--- src/rtl/pwm_pkg.sv ---
// Shared PWM definitions: mode encoding, nominal duty table and the duty
// classification thresholds used by both the LED PWM generator and decoder.
package pwm_pkg;

   localparam int MODE_W    = 3;
   localparam int MODE_MIN  = 0;
   localparam int MODE_MAX  = 5;
   localparam int NUM_MODES = MODE_MAX - MODE_MIN + 1;

   typedef enum logic [2:0] {
      ST_IDLE,
      ST_HIGH,
      ST_LOW,
      ST_STUCK_LO,
      ST_STUCK_HI,
      ST_LOW_UNARMED
   } dec_state_e;

   // Nominal duty per mode in per-mille.
   function automatic int duty_pm(input int m);
      case (m)
         0:       return 0;
         1:       return 50;
         2:       return 250;
         3:       return 500;
         4:       return 750;
         default: return 1000;
      endcase
   endfunction

   // Threshold between mode idx-1 and idx (idx = 1..5): midpoint of the two
   // nominal duties, scaled to the period and floored.
   function automatic int thr(input int period, input int idx);
      longint mid;
      mid = longint'((duty_pm(idx - 1) + duty_pm(idx)) / 2);
      return int'((longint'(period) * mid) / 1000);
   endfunction

endpackage

--- src/rtl/pwm_sync_edge.sv ---
// Two-flop synchronizer plus one delay flop; reports the synchronized level
// and single-cycle rise/fall strobes.
module pwm_sync_edge (
   input  logic clk_i,
   input  logic reset_n_i,
   input  logic d_i,
   output logic level_o,
   output logic rise_o,
   output logic fall_o
);

   logic s1_q, s2_q, s3_q;

   always_ff @(posedge clk_i or negedge reset_n_i) begin
      if (!reset_n_i) begin
         s1_q <= 1'b0;
         s2_q <= 1'b0;
         s3_q <= 1'b0;
      end else begin
         s1_q <= d_i;
         s2_q <= s1_q;
         s3_q <= s2_q;
      end
   end

   assign level_o = s2_q;
   assign rise_o  = s2_q & ~s3_q;
   assign fall_o  = ~s2_q & s3_q;

endmodule

--- src/rtl/pwm_duty_decoder.sv ---
// Recovers the brightness mode from a sampled PWM waveform by measuring
// high time and period, with stuck-line detection after 2*PERIOD cycles.
module pwm_duty_decoder
   import pwm_pkg::*;
#(
   parameter int PERIOD     = 1_000_000,
   parameter int PERIOD_TOL = PERIOD / 8
) (
   input  logic              clk_i,
   input  logic              reset_n_i,
   input  logic              pwm_in_i,
   output logic [MODE_W-1:0] mode_o,
   output logic              valid_o,
   output logic              mode_tick_o,
   output logic              period_err_o
);

   localparam int CNT_W = $clog2(2 * PERIOD + 1);

   localparam logic [CNT_W-1:0] CNT_SAT = CNT_W'(2 * PERIOD);
   localparam logic [CNT_W-1:0] CNT_ONE = CNT_W'(1);
   localparam logic [CNT_W-1:0] T1      = CNT_W'(thr(PERIOD, 1));
   localparam logic [CNT_W-1:0] T2      = CNT_W'(thr(PERIOD, 2));
   localparam logic [CNT_W-1:0] T3      = CNT_W'(thr(PERIOD, 3));
   localparam logic [CNT_W-1:0] T4      = CNT_W'(thr(PERIOD, 4));
   localparam logic [CNT_W-1:0] T5      = CNT_W'(thr(PERIOD, 5));
   localparam logic [CNT_W:0]   P_MIN   = (CNT_W + 1)'(PERIOD - PERIOD_TOL);
   localparam logic [CNT_W:0]   P_MAX   = (CNT_W + 1)'(PERIOD + PERIOD_TOL);

   function automatic logic [MODE_W-1:0] classify(input logic [CNT_W-1:0] h);
      if (h < T1)      return MODE_W'(0);
      else if (h < T2) return MODE_W'(1);
      else if (h < T3) return MODE_W'(2);
      else if (h < T4) return MODE_W'(3);
      else if (h < T5) return MODE_W'(4);
      else             return MODE_W'(5);
   endfunction

   logic level, rise, fall;

   pwm_sync_edge u_sync (
      .clk_i     (clk_i),
      .reset_n_i (reset_n_i),
      .d_i       (pwm_in_i),
      .level_o   (level),
      .rise_o    (rise),
      .fall_o    (fall)
   );

   dec_state_e        st_q, st_d;
   logic [CNT_W-1:0]  cnt_q, cnt_d;
   logic [CNT_W-1:0]  h_q, h_d;
   logic [MODE_W-1:0] mode_q, mode_d;
   logic              valid_q, valid_d;
   logic              tick_q, tick_d;
   logic              perr_q, perr_d;

   logic [CNT_W:0]    p_meas;
   logic              stuck, timeout, ld;
   logic [MODE_W-1:0] ld_mode;

   // In LOW, cnt_q holds the low-phase length up to (excluding) the rise cycle.
   assign p_meas  = {1'b0, h_q} + {1'b0, cnt_q};
   assign stuck   = (st_q == ST_STUCK_LO) || (st_q == ST_STUCK_HI);
   assign timeout = !stuck && !rise && !fall && (cnt_q == CNT_SAT);

   always_comb begin
      st_d    = st_q;
      cnt_d   = (cnt_q == CNT_SAT) ? cnt_q : cnt_q + CNT_ONE;
      h_d     = h_q;
      mode_d  = mode_q;
      valid_d = valid_q;
      perr_d  = perr_q;
      tick_d  = 1'b0;
      ld      = 1'b0;
      ld_mode = mode_q;

      // The edge cycle is the first cycle of the new level.
      if (rise || fall) cnt_d = CNT_ONE;

      case (st_q)
         ST_IDLE, ST_LOW_UNARMED, ST_STUCK_LO: begin
            if (rise) st_d = ST_HIGH;
         end
         ST_HIGH: begin
            if (fall) begin
               h_d  = cnt_q;
               st_d = ST_LOW;
            end
         end
         ST_LOW: begin
            if (rise) begin
               st_d = ST_HIGH;
               if (p_meas < P_MIN || p_meas > P_MAX) begin
                  perr_d = 1'b1;
               end else begin
                  perr_d  = 1'b0;
                  ld      = 1'b1;
                  ld_mode = classify(h_q);
               end
            end
         end
         ST_STUCK_HI: begin
            if (fall) st_d = ST_LOW_UNARMED;
         end
         default: st_d = ST_IDLE;
      endcase

      if (timeout) begin
         ld      = 1'b1;
         perr_d  = 1'b0;
         ld_mode = level ? MODE_W'(MODE_MAX) : MODE_W'(MODE_MIN);
         st_d    = level ? ST_STUCK_HI : ST_STUCK_LO;
      end

      if (ld) begin
         mode_d  = ld_mode;
         valid_d = 1'b1;
         tick_d  = (ld_mode != mode_q) || !valid_q;
      end
   end

   always_ff @(posedge clk_i or negedge reset_n_i) begin
      if (!reset_n_i) begin
         st_q    <= ST_IDLE;
         cnt_q   <= '0;
         h_q     <= '0;
         mode_q  <= '0;
         valid_q <= 1'b0;
         tick_q  <= 1'b0;
         perr_q  <= 1'b0;
      end else begin
         st_q    <= st_d;
         cnt_q   <= cnt_d;
         h_q     <= h_d;
         mode_q  <= mode_d;
         valid_q <= valid_d;
         tick_q  <= tick_d;
         perr_q  <= perr_d;
      end
   end

   assign mode_o       = mode_q;
   assign valid_o      = valid_q;
   assign mode_tick_o  = tick_q;
   assign period_err_o = perr_q;

endmodule

--- config.mk ---
export PLATFORM = sky130hd
export DESIGN_NAME = pwm_duty_decoder
export DESIGN_NICKNAME = d
export VERILOG_FILES = /design/src/rtl/pwm_pkg.sv /design/src/rtl/pwm_sync_edge.sv /design/src/rtl/pwm_duty_decoder.sv
export SDC_FILE = /design/constraint.sdc
export NUM_CORES = 1
export LEC_CHECK = 0
export BUFFER_PORTS_ARGS = -buffer_cell sky130_fd_sc_hd__buf_2
export CORE_MARGIN = 2
export CORE_UTILIZATION = 56
export DETAILED_ROUTE_END_ITERATION = 10
export HOLD_SLACK_MARGIN = 0.05
export PLACE_DENSITY = 0.8
export SYNTH_ARGS = -nofsm -noshare
export SYNTH_HDL_FRONTEND = slang
export SYNTH_HIERARCHICAL = 1
export SYNTH_SLANG_ARGS = --single-unit
--- constraint.sdc ---
create_clock -name clk_i -period 4 [get_ports clk_i]
set_input_delay 0.2 -clock clk_i [delete_from_list [all_inputs] [get_ports clk_i]]
set_output_delay 0.2 -clock clk_i [all_outputs]
set_load 0.01 [all_outputs]
==> reports/summary.log <==
[floorplanning] initial standard-cell utilization of the core 58.3%
[place] number of buffers inserted by port buffering 8
[clock_network] clock slew seen by the registers of the worst setup and hold paths 0.12 ns
[sta] Final Cycle Share 97.0%
[logic_synthesis] nets in the synthesized netlist 559
[floorplanning] area enclosed by the die boundary 0.00887 mm²
[logic_synthesis] most instantiated cells after synthesis sky130_fd_sc_hd__dfrtp_1 (54), sky130_fd_sc_hd__nor2_1 (53), sky130_fd_sc_hd__nand2_1 (52)
[sta] max-slew violation count 0
[route] total routed wirelength 10,900 µm
[place] Detailed Place HPWL 8230 µm
[sta] Slew HR 48.6%
[logic_synthesis] yosys warns 6
[sta] total count of hold-check failures in the final report 0
[pwr] Leakage Power 0.00210 µW
[logic_synthesis] post-synthesis async set-or-reset flop share 100%
[sta] sum of negative setup slack 0 ns
[clock_network] TritonCTS clock tree built
[logic_synthesis] most repeated cell in the gate-level netlist after synthesis sky130_fd_sc_hd__dfrtp_1
[global_route] antenna violations before repair 0
[route] average routed wire per standard cell 17.0 µm
[logic_synthesis] largest family of logic cells by synthesized area simple AND/OR/NAND/NOR gates
[logic_synthesis] portion of the post-synthesis area used by sequential elements 29.7%
[pwr] Internal Power 877 µW
[global_route] GR Util All Layers 25.3%
[layout] share of post-route cells with drive strength above 1 15.4%
[layout] design area 0.00478 mm²
[logic_synthesis] Mean Syn Cell Area 8.56 µm²
[logic_synthesis] main flop type after synthesis sky130_fd_sc_hd__dfrtp_1
[layout] area growth from synthesis to layout 5.11%
[logic_synthesis] EDFF count, synth 0
[setup_path] critical path capture point type flop
[layout] final core utilization 61.3%
[place] placed cells 627
[layout] Fill cells 695
[logic_synthesis] Post-Synth Adder-Cell Area 6.76%
[sta] skew final 0.0166 ns
[pwr] part of the total power dissipated in the clock network 25.1%
[logic_synthesis] count of mapped cells out of synthesis 532
[flow_run] number of maximum-capacitance constraint violations 0
[setup_path] Setup Crit Path Kind reg2reg
[floorplanning] count of pins on the block boundary 9
[global_route] first-pass GRT wire length 18,000 µm
[clock_network] clk_lat worst skew 0.32 ns
[pwr] Logic pwr share 27.3%
[floorplanning] die height 94.2 µm
[place] global placement routability congestion 0.946
[clock_network] deepest level of the CTS H-tree 2
[pwr] Switching Fraction 34.7%
[global_route] maximum number of pins on one net before global-route repair 55
[clock_network] clock tree root driver cell sky130_fd_sc_hd__clkbuf_8
[floorplanning] x dimension of the die 94.2 µm
[setup_path] Critical Path RT 4.24 ns
[layout] # nets final 564
[logic_synthesis] Post-Synth Simple-Gate Area 24.8%
[global_route] leftover overflow at the end of global routing 0
[sta] crit path time final 3.88 ns
[route] number of vias per cell 6.45
[logic_synthesis] cells taking the most area after synthesis sky130_fd_sc_hd__dfrtp_1 (30%), sky130_fd_sc_hd__ha_1 (6.3%), sky130_fd_sc_hd__mux2_2 (4.9%)
[logic_synthesis] Synth Cell Area 0.00455 mm²
[place] placed cell areas 0.00463 mm²
[sta] max frequency 258 MHz
[pwr] ratio of total power to cell area 281 mW/mm²
[layout] non-filler instance count after layout 640
[logic_synthesis] count of distinct cell types in the synthesized netlist 85
[clock_network] maximum number of buffers from clock root to sink 2
[logic_synthesis] fraction of post-synthesis cell area in the top cell type by area 29.7%
[pwr] maximum ir drop on the vdd rail 0.000167 V
[route] 1st-pass router iterations 5
[layout] register cell area after layout 0.00135 mm²
[outcome] run status finished clean
[logic_synthesis] compound-cell area share of the yosys netlist 22.6%
[global_route] number of global-route vias before repair 3,703
[min_path] Worst Hold Class reg2reg
[setup_path] endpoint arrival time on the critical path 4.11 ns
[logic_synthesis] #FFs+latches synth 54
[floorplanning] core box area 0.00781 mm²
[logic_synthesis] xor-xnor portion of the synthesized cell area 5.00%
[floorplanning] floorplan row count 32
[route] drt initial violations 273
[clock_network] total clock sinks 54
[sta] RSZ-0062 raised after global routing false
[pwr] register share of total power 47.6%
[route] post-route antenna net violation count 0
[route] total vias in the final route 4,131
[setup_path] startpoint type of the worst setup path flop
[setup_path] Worst Path Max Fanout 9
[logic_synthesis] cell type with the largest total area after synthesis sky130_fd_sc_hd__dfrtp_1
[route] residual DRC count 0
[pwr] total net switching power 465 µW
[logic_synthesis] post-synthesis mux area share 5.72%
[layout] area taken by multi-input logic gates 0.00298 mm²
[clock_network] number of clock buffers inserted by TritonCTS 5
[sta] total of endpoints with negative setup slack in the final report 0
[sta] slew at the pin closest to its max-slew limit 0.764 ns
[layout] Antenna diodes 0
[final cells by class]
cell class / instances / share of cell area (%)
clock inverters: 3 / 0.601
well taps: 102 / 2.67
flip-flops and latches: 54 / 28.2
repair buffers: 23 / 3.29
inverters: 19 / 1.49
multi-input cells: 434 / 62.3
clock buffers: 5 / 1.44
[layer usage]
metal	wire length [µm]	part of all wire, %	vias up	GRT usage (%)
met5	0	0	-	0
met4	200	1.8	0	7.00
met3	586	5.4	17	3.45
met2	4770	44	145	37.1
met1	5310	49	1991	38.7
li1	-	-	1978	-
[registers in the layout, summed over array words and instances, names as in the netlist]
signal          flops
cnt_q              21
h_q                21
mode_o              3
st_q                3
mode_tick_o         1
period_err_o        1
u_sync/level_o      1
u_sync/s1_q         1
u_sync/s3_q         1
valid_o             1
[power by group through the flow]
stage / logic, µW / clock network, µW / registers (µW)
floorplan: 272 / 0 / 626
global placement: 336 / 0 / 644
detailed placement: 350 / 0 / 647
CTS: 353 / 346 / 637
global route: 410 / 368 / 646
finish: 367 / 337 / 639
[path summary, 6_finish.rpt]
path,from,end,slack [ns],cells past startpoint
hold reg to reg,u_sync/s1_q,u_sync/level_o,0.37,0
setup reg to reg,cnt_q[1],mode_tick_o,0.12,13
min in group asynchronous,reset_n_i,cnt_q[2],0.53,3
setup / recovery,cnt_q[1],mode_tick_o,0.12,13
hold / removal,u_sync/s1_q,u_sync/level_o,0.37,0
max in group asynchronous,reset_n_i,h_q[9],3.00,3
[cells in the final DEF, fill, tap and decap left out, types with 4 or more instances in the layout]
cell,Yosys,final
sky130_fd_sc_hd__clkbuf_8,5,5
sky130_fd_sc_hd__nand2b_1,5,5
sky130_fd_sc_hd__or3_1,9,9
sky130_fd_sc_hd__o31ai_1,5,5
sky130_fd_sc_hd__o21ai_0,27,27
sky130_fd_sc_hd__nor2b_1,5,5
sky130_fd_sc_hd__o21a_1,4,4
sky130_fd_sc_hd__o221ai_1,4,4
sky130_fd_sc_hd__a21o_1,6,6
sky130_fd_sc_hd__inv_1,19,19
sky130_fd_sc_hd__mux2_2,20,20
sky130_fd_sc_hd__and3_1,6,6
sky130_fd_sc_hd__dfrtp_1,54,54
sky130_fd_sc_hd__buf_2,2,8
sky130_fd_sc_hd__nor2_1,53,53
sky130_fd_sc_hd__buf_4,1,13
sky130_fd_sc_hd__ha_1,23,21
sky130_fd_sc_hd__a21oi_1,34,33
sky130_fd_sc_hd__xor2_1,16,16
sky130_fd_sc_hd__nor4_1,6,6
sky130_fd_sc_hd__a31oi_1,4,4
sky130_fd_sc_hd__nand4_1,12,12
sky130_fd_sc_hd__nand2_1,52,52
sky130_fd_sc_hd__nor3_1,14,14
sky130_fd_sc_hd__nand3_1,25,25
sky130_fd_sc_hd__a21boi_0,4,4
sky130_fd_sc_hd__o211ai_1,4,4
sky130_fd_sc_hd__xnor2_1,10,10
[logic make-up (layout without fill, tap and decap cells)]
group,count (synthesis),count (layout)
AOI/OAI and AO/OA,143,143
DFF,54,54
xor gates and xnor gates,26,26
adders and majority gates,24,24
muxes,23,23
buffers and inverters,44,50
and+or+nand+nor,218,218
[through the flow]
stage / total power, µW / hold WS [ns] / worst slack (ns)
CTS: 1340 / 0.372 / 0.180
detailed placement: 997 / 0.309 / 0.197
floorplan: 898 / -0.0956 / 0.299
global route: 1420 / 0.386 / 0.0147
global placement: 981 / 0.308 / 0.330
finish: 1340 / 0.368 / 0.121
[repair_timing]
item,in CTS,in global routing
endpoints found under the setup margin,0,2
setup buffers,0,3
hold buffers,2,0
endpoints found under the hold margin,55,0
resized for setup,0,4
[critical path, stage by stage, from the launching register on]
cell                        delay [ns]
sky130_fd_sc_hd__dfrtp_1          0.42
sky130_fd_sc_hd__buf_4            0.15
sky130_fd_sc_hd__ha_1             0.30
sky130_fd_sc_hd__a21oi_1          0.33
sky130_fd_sc_hd__o211ai_2         0.24
sky130_fd_sc_hd__and3_2           0.28
sky130_fd_sc_hd__nor4b_4          0.37
sky130_fd_sc_hd__a311oi_1         0.12
sky130_fd_sc_hd__o41a_1           0.46
sky130_fd_sc_hd__o221a_1          0.27
sky130_fd_sc_hd__a2111oi_4        0.42
sky130_fd_sc_hd__buf_4            0.21
sky130_fd_sc_hd__nor2_1           0.05
sky130_fd_sc_hd__o221ai_1         0.20
Note: power is estimated with default switching activity, not from simulation.
